### src/rtl/main_fsm.sv
// Multicycle processor main controller: Moore FSM sequencing fetch, decode and
// per-class execute steps, with control outputs decoded from the registered state.
module main_fsm #(
    parameter int STATE_W = 4
) (
    input  logic               clk,
    input  logic               reset,
    input  logic [1:0]         Op,
    input  logic [5:0]         Funct,
    output logic               IRWrite,
    output logic               AdrSrc,
    output logic               ALUSrcA,
    output logic [1:0]         ALUSrcB,
    output logic [1:0]         ResultSrc,
    output logic               NextPC,
    output logic               RegW,
    output logic               MemW,
    output logic               Branch,
    output logic               ALUOp,
    output logic [STATE_W-1:0] State
);

    typedef enum logic [3:0] {
        FETCH    = 4'd0,
        DECODE   = 4'd1,
        MEMADR   = 4'd2,
        MEMRD    = 4'd3,
        MEMWB    = 4'd4,
        MEMWR    = 4'd5,
        EXECUTER = 4'd6,
        EXECUTEI = 4'd7,
        ALUWB    = 4'd8,
        BRANCH   = 4'd9,
        UNKNOWN  = 4'd10
    } state_e;

    typedef struct packed {
        logic       ir_write;
        logic       adr_src;
        logic       alu_src_a;
        logic [1:0] alu_src_b;
        logic [1:0] result_src;
        logic       next_pc;
        logic       reg_w;
        logic       mem_w;
        logic       branch;
        logic       alu_op;
    } ctrl_t;

    state_e state_q, state_d;
    ctrl_t  ctrl;

    // Only the I and L bits of Funct steer sequencing.
    logic unused_funct;
    assign unused_funct = ^Funct[4:1];

    always_comb begin
        state_d = FETCH;
        case (state_q)
            FETCH:  state_d = DECODE;
            DECODE: begin
                case (Op)
                    2'b00:   state_d = Funct[5] ? EXECUTEI : EXECUTER;
                    2'b01:   state_d = MEMADR;
                    2'b10:   state_d = BRANCH;
                    default: state_d = UNKNOWN;
                endcase
            end
            MEMADR:   state_d = Funct[0] ? MEMRD : MEMWR;
            MEMRD:    state_d = MEMWB;
            EXECUTER: state_d = ALUWB;
            EXECUTEI: state_d = ALUWB;
            default:  state_d = FETCH;
        endcase
    end

    // NOTE: non-blocking assignment keeps every flop sampling pre-edge values,
    // so the simulated behaviour matches the synthesized registers.
    always_ff @(posedge clk or posedge reset) begin
        if (reset) begin
            state_q <= FETCH;
        end else begin
            state_q <= state_d;
        end
    end

    // NOTE: the all-zero default ahead of the case gives every path a value,
    // so no latch is inferred and illegal encodings drive everything low.
    always_comb begin
        ctrl = '0;
        case (state_q)
            FETCH: begin
                ctrl.ir_write   = 1'b1;
                ctrl.next_pc    = 1'b1;
                ctrl.alu_src_a  = 1'b1;
                ctrl.alu_src_b  = 2'b10;
                ctrl.result_src = 2'b10;
            end
            DECODE: begin
                ctrl.alu_src_a  = 1'b1;
                ctrl.alu_src_b  = 2'b10;
                ctrl.result_src = 2'b10;
            end
            MEMADR: begin
                ctrl.alu_src_b  = 2'b01;
            end
            MEMRD: begin
                ctrl.adr_src    = 1'b1;
            end
            MEMWB: begin
                ctrl.result_src = 2'b01;
                ctrl.reg_w      = 1'b1;
            end
            MEMWR: begin
                ctrl.adr_src    = 1'b1;
                ctrl.mem_w      = 1'b1;
            end
            EXECUTER: begin
                ctrl.alu_op     = 1'b1;
            end
            EXECUTEI: begin
                ctrl.alu_src_b  = 2'b01;
                ctrl.alu_op     = 1'b1;
            end
            ALUWB: begin
                ctrl.reg_w      = 1'b1;
            end
            BRANCH: begin
                ctrl.alu_src_b  = 2'b01;
                ctrl.result_src = 2'b10;
                ctrl.branch     = 1'b1;
            end
            default: ctrl = '0;
        endcase
    end

    assign IRWrite   = ctrl.ir_write;
    assign AdrSrc    = ctrl.adr_src;
    assign ALUSrcA   = ctrl.alu_src_a;
    assign ALUSrcB   = ctrl.alu_src_b;
    assign ResultSrc = ctrl.result_src;
    assign NextPC    = ctrl.next_pc;
    assign RegW      = ctrl.reg_w;
    assign MemW      = ctrl.mem_w;
    assign Branch    = ctrl.branch;
    assign ALUOp     = ctrl.alu_op;
    assign State     = STATE_W'(state_q);

endmodule
### config.mk
export PLATFORM = sky130hd
export DESIGN_NAME = main_fsm
export DESIGN_NICKNAME = d
export VERILOG_FILES = /design/src/rtl/main_fsm.sv
export SDC_FILE = /design/constraint.sdc
export NUM_CORES = 1
export LEC_CHECK = 0
export BUFFER_PORTS_ARGS = -buffer_cell sky130_fd_sc_hd__clkbuf_2
export CAP_MARGIN = 20
export CORE_AREA = 2 2 39 41
export CTS_CLUSTER_DIAMETER = 120
export DETAILED_ROUTE_END_ITERATION = 8
export DIE_AREA = 0 0 41 43
export GPL_ROUTABILITY_DRIVEN = 0
export RECOVER_POWER = 50
export SYNTH_ARGS = -nofsm -noshare
export SYNTH_HDL_FRONTEND = slang
export SYNTH_SLANG_ARGS = --single-unit
export TNS_END_PERCENT = 30
### constraint.sdc
create_clock -name clk -period 1.25 [get_ports clk]
set_input_delay 0.1875 -clock clk [delete_from_list [all_inputs] [get_ports clk]]
set_output_delay 0.1875 -clock clk [all_outputs]
set_load 0.02 [all_outputs]
Word-level counts from Yosys, hierarchy flattened

Cells that the tools add are included.

Flip-flop bits (word level): 4
Input port bits: 10

Equal/unequal tests: 11
Multiplexer cells: 13
Reduce and logical (&&, ||, !) cells: 8

Operators with widths:

| cell                                                                  | count |
|---|---|
| 4-bit case mux with 5 select lines                                    | 1 |
| 4-bit by 3-bit equality test with 1-bit output, second input constant | 4 |
| 4-bit case mux with 3 select lines                                    | 1 |
| 4-bit by 2-bit equality test with 1-bit output, second input constant | 2 |
| 4-bit equality test, second input constant                            | 2 |
| 1-bit 2-to-1 mux                                                      | 8 |
| 2-bit case mux with 2 select lines                                    | 2 |
| 2-bit OR reduction                                                    | 4 |
| 3-bit OR reduction                                                    | 2 |
| 4-bit by 1-bit equality test with 1-bit output, second input constant | 1 |
| 4-bit zero test                                                       | 1 |
| 3-bit 2-to-1 mux                                                      | 1 |
| 2-bit by 1-bit equality test with 1-bit output, second input constant | 1 |
| 2-bit equality test, second input constant                            | 1 |
| 2-bit zero test                                                       | 1 |

Longest topological paths before layout

Depth in word-level cells: 3
Depth in mapped cells: 4
Depth with buffers taken out: 3

Worst setup path after synthesis

Ideal clock, no wire load.

Kind: register to output
Start point: reg state_q[1] (netlist: State[1])
End point: out NextPC
Data arrival time: 1.821 ns
Setup slack: -0.759 ns
Stages on the path, launching flop included: 5
Path through: dfrtp_1 buf_6 clkbuf_8 nor4_1 buf_4

Longest elaborated chain between the ends: 2

Ends and longest elaborated chain:

| what                   | line | source |
|---|---|---|
| from (decl)            | 50   | `state_e state_q, state_d;` |
| from (signal assigned) | 83   | `state_q <= state_d;` |
| 4-bit zero test        | --   |  |
| 1-bit 2-to-1 mux       | --   |  |
| to (decl)              | 15   | `output logic NextPC,` |

Every way passes these cells.

Final worst setup path

Start point: reg state_q[2] (netlist: State[2])
End point: out NextPC

Longest elaborated chain between the ends: 2

Ends and longest elaborated chain:

| what             | line | source |
|---|---|---|
| 4-bit zero test  | 91   | `case (state_q)` |
| 1-bit 2-to-1 mux | 91   |  |

Every way passes these cells.

==> summary.md <==
| Metric | Value |
|---|---|
| Worst clock skew | `approximately 0.011 ns` |
| Layout overhead on the synthesized area | `100%` |
| Number of cells on the worst hold path | `3` |
| TritonCTS clock tree | `yes` |
| Worst Path Class, Setup | `reg -> out` |
| Antenna violations before repair | `0` |
| Worst min-delay path category | `in -> reg` |
| Initial core utilization | `between 20% and 30%` |
| Synth area leader | `dfrtp_1` |
| Max-Slew Margin vs Limit | `~85%` |
| Deepest clock path buffer count | `2` |
| Ys async rst share | `100%` |
| End point of the most critical hold path | `State[1]` |
| Number of unique standard cell types used by synthesis | `25` |
| First-pass GRT wire length | `between 1.5 and 2 mm` |
| Post-synthesis share of cell area spent on full adders, half adders and majority gates | `0%` |
| Number of fillers in the final layout | `~130` |
| Number of cells produced by synthesis | `43` |
| Final setup vio count | `14` |
| Number of maximum-capacitance violations | `0` |
| Biggest fanout along the worst timing path | `7` |
| Total count of hold-check failures in the final report | `0` |
| Arrival time at the worst endpoint | `between 1 and 1.5 ns` |
| Vias after detailed routing | `~430` |
| Number of cells traversed by the worst register-to-register path | `4` |
| Synth Area in Simple Gates | `26.1%` |
| Proportion of layout cells with a drive suffix above 1 | `a little under three quarters` |
| Area fraction in compound gates after synthesis | `between 15 and 20%` |
| Number of nets at the end of the flow | `88` |
| Required time of the critical path | `around 1.1 ns` |
| Sequential fraction of the synthesis area | `27.9%` |
| Status | `finished, violations left` |
| Count of flip-flops with a built-in enable after synthesis | `0` |
| IO Pins | `26` |
| Clock transition at path regs | `about 0.05 ns` |
| Fin util | `around half` |
| Die outline area | `between 0.0015 and 0.002 mm²` |
| Nature of the critical path endpoint | `output port` |
| Leakage | `0.000341 µW` |
| Number of rows in the core area | `14` |
| Vias/cell | `4.58` |
| Cell area after synthesis | `between 300 and 400 µm²` |
| Worst R2R Setup Slack | `-0.01 ns` |
| Number of levels in the clock H-tree | `1` |
| Violated checks | `setup timing` |
| PnR worst setup slack | `-0.236 ns` |
| Number of clock buffers inserted by TritonCTS | `3` |
| Share of power burned in combinational logic | `approximately four fifths` |
| Ratio of final minimum period to clock period | `119%` |
| Setup crit start kind | `register` |
| Antenna cells | `0` |
| Startpoint of the worst hold path | `Funct[0]` |
| Total grt overflow | `0` |
| Number of nets in the synthesized netlist | `53` |
| Die height | `about 43 µm` |
| Sinks on Clock Net | `4` |
| Main combinational cell family by area after synthesis | `simple AND/OR/NAND/NOR gates` |
| Post-placement setup slack | `-0.0480 ns` |
| Shortest period the worst path allows | `1.49 ns` |
| Worst reg2reg startpoint | `State[1]` |
| Count of yosys warnings during synthesis | `0` |
| Master cell of the clock root buffer | `clkbuf_4` |
| Setup repair after global routing missed its margin | `true` |
| Area share of the largest cell type after synthesis | `between 20 and 30%` |
| Number of global-route vias before repair | `about 400` |
| Power share of the sequential group | `between 10% and 20%` |
| Cell internal pwr | `between 1000 and 1500 µW` |
| Synthesized flop and latch total | `4` |
| Initial detailed-routing violation count | `5` |
| Largest cells by area after synthesis | `dfrtp_1, xnor2_1, nor3_1` |
| Number of max-slew violations in the final report | `0` |
| Max rail drop VDD | `between 0.0009 and 0.001 V` |
| CORE AREA | `0.00138 mm²` |
| Iteration count of the initial detailed-routing pass | `4` |
| Xor/xnor share of the synthesized area | `7.32%` |
| Die Span X | `41 µm` |
| Share of cell area taken by muxes after synthesis | `0%` |
| Clock latency on the worst-skew pair | `between 0.2 and 0.25 ns` |
| Worst hold slack | `between 0.2 and 0.25 ns` |
| Net Sw Frac | `45.7%` |
| Synth Flop Type | `dfrtp_1` |
| Power share of the clock group | `7.3%` |
| Wire length per cell | `10.5 µm` |
| Overall fraction of global-route tracks in use | `between 10% and 20%` |
| Dpl hpwl | `around 700 µm` |
| Peak Freq | `~670 MHz` |
| DR DRC count | `0` |
| Buffers added on ports | `21` |
| Max FFs per register | `4` |
| Number of routed nets with antenna violations | `0` |
| Final wirelength | `about 980 µm` |
| R2R Path End | `State[1]` |
| Total Power | `2470 µW` |
| Syn_area_per_cell | `around 8.4 µm²` |
| Slew @ Worst Pin | `around 0.22 ns` |
| Total power density per cell area | `3430 mW/mm²` |
| Pin count of the biggest net entering global routing | `8` |
| Switching pwr | `1130 µW` |
[critical path, cell delays in order (launching register included)]
cell	delay, ns
dfrtp_1	0.43
buf_6	0.17
buf_6	0.12
nor4_4	0.15
buf_4	0.19
[how the worst max path moves through the flow]
stage,endpoint,startpoint,slack (ns),cells after the start
after global placement,MemW,State[0],-0.04,3
after detailed placement,MemW,State[0],-0.05,3
after floorplan,NextPC,State[1],-0.29,4
after CTS,MemW,State[1],-0.24,3
after global routing,MemW,State[2],-0.32,4
final,NextPC,State[2],-0.24,4
[cells in the final DEF (no fill, tap or decap)]
cell,synthesis,layout
nand3_1,2,2
clkbuf_2,0,9
buf_12,0,1
a21oi_1,1,1
o21ai_0,1,1
a211o_1,1,1
xnor2_1,3,2
nor4b_2,0,1
inv_2,1,1
nor3_1,5,2
a211oi_2,1,1
and3_4,0,1
nor4_4,0,1
nor4b_4,0,1
nor2_4,0,1
nor3_2,0,3
a211oi_1,1,1
buf_8,0,1
xnor2_2,0,1
dfrtp_1,4,1
buf_6,2,6
dlygate4sd3_1,0,1
dfrtp_2,0,3
clkbuf_4,0,3
buf_2,2,1
nor2_1,3,2
a21boi_2,0,1
nand2_1,1,1
nand2b_1,1,1
inv_1,3,3
buf_4,2,18
a31o_2,1,1
a22oi_1,1,1
and3_1,1,1
clkbuf_1,0,1
[logic make-up (layout without fill, tap and decap cells)]
family	Yosys count	after routing
compound gates	8	8
buf+inv	11	45
simple gates	17	17
xor+xnor	3	3
flops	4	4
[final cells by class]
class                           instances  area [µm²]  share of cell area (%)
Sequential cell                         4         104                    14.4
Clock buffer                            4        26.3                    3.65
Multi-Input combinational cell         28         256                    35.7
Inverter                                4        15.0                    2.09
Tap cell                               16        20.0                    2.78
Timing Repair Buffer                   37         298                    41.4
[metrics by stage]
step           std cells  TNS (ns)  cell area [µm²]
2_1_floorplan         43     -1.86              388
3_3_place_gp          84   -0.0706              547
3_5_place_dp          84   -0.0878              547
4_1_cts               93     -2.34              654
5_1_grt               93     -3.10              719
6_report              93     -2.21              719
[what timing repair did]
item,in CTS,in global routing
resized for setup,14,28
hold buffers,1,0
setup buffers,4,0
endpoints found under the setup margin,13,15
pin swaps,2,2
endpoints found under the hold margin,4,0
[layer usage]
metal / routed length, µm / part of all wire (%) / up-vias / global-route usage, %
li1: - / - / 218 / -
met1: 374 / 38 / 189 / 13.7
met2: 534 / 54 / 17 / 21.3
met3: 56 / 5.7 / 2 / 1.57
met4: 16 / 1.6 / 0 / 8.00
met5: 0 / 0 / - / 0
[power groups by stage]
stage / Combinational [µW] / Sequential [µW] / Clock (µW)
2_1_floorplan: 1030 / 319 / 0
3_3_place_gp: 1500 / 309 / 0
3_5_place_dp: 1510 / 308 / 0
4_1_cts: 1740 / 312 / 187
5_1_grt: 2120 / 340 / 198
6_report: 1960 / 327 / 181
[synth_stat cells (2+ instances only)]
cell type  number
nor2_1          3
nand3_1         2
nor4b_1         2
buf_2           2
xnor2_1         3
buf_4           2
inv_1           3
dfrtp_1         4
nor3_1          5
buf_6           2
No activity file was read; power rests on OpenSTA's default activity.
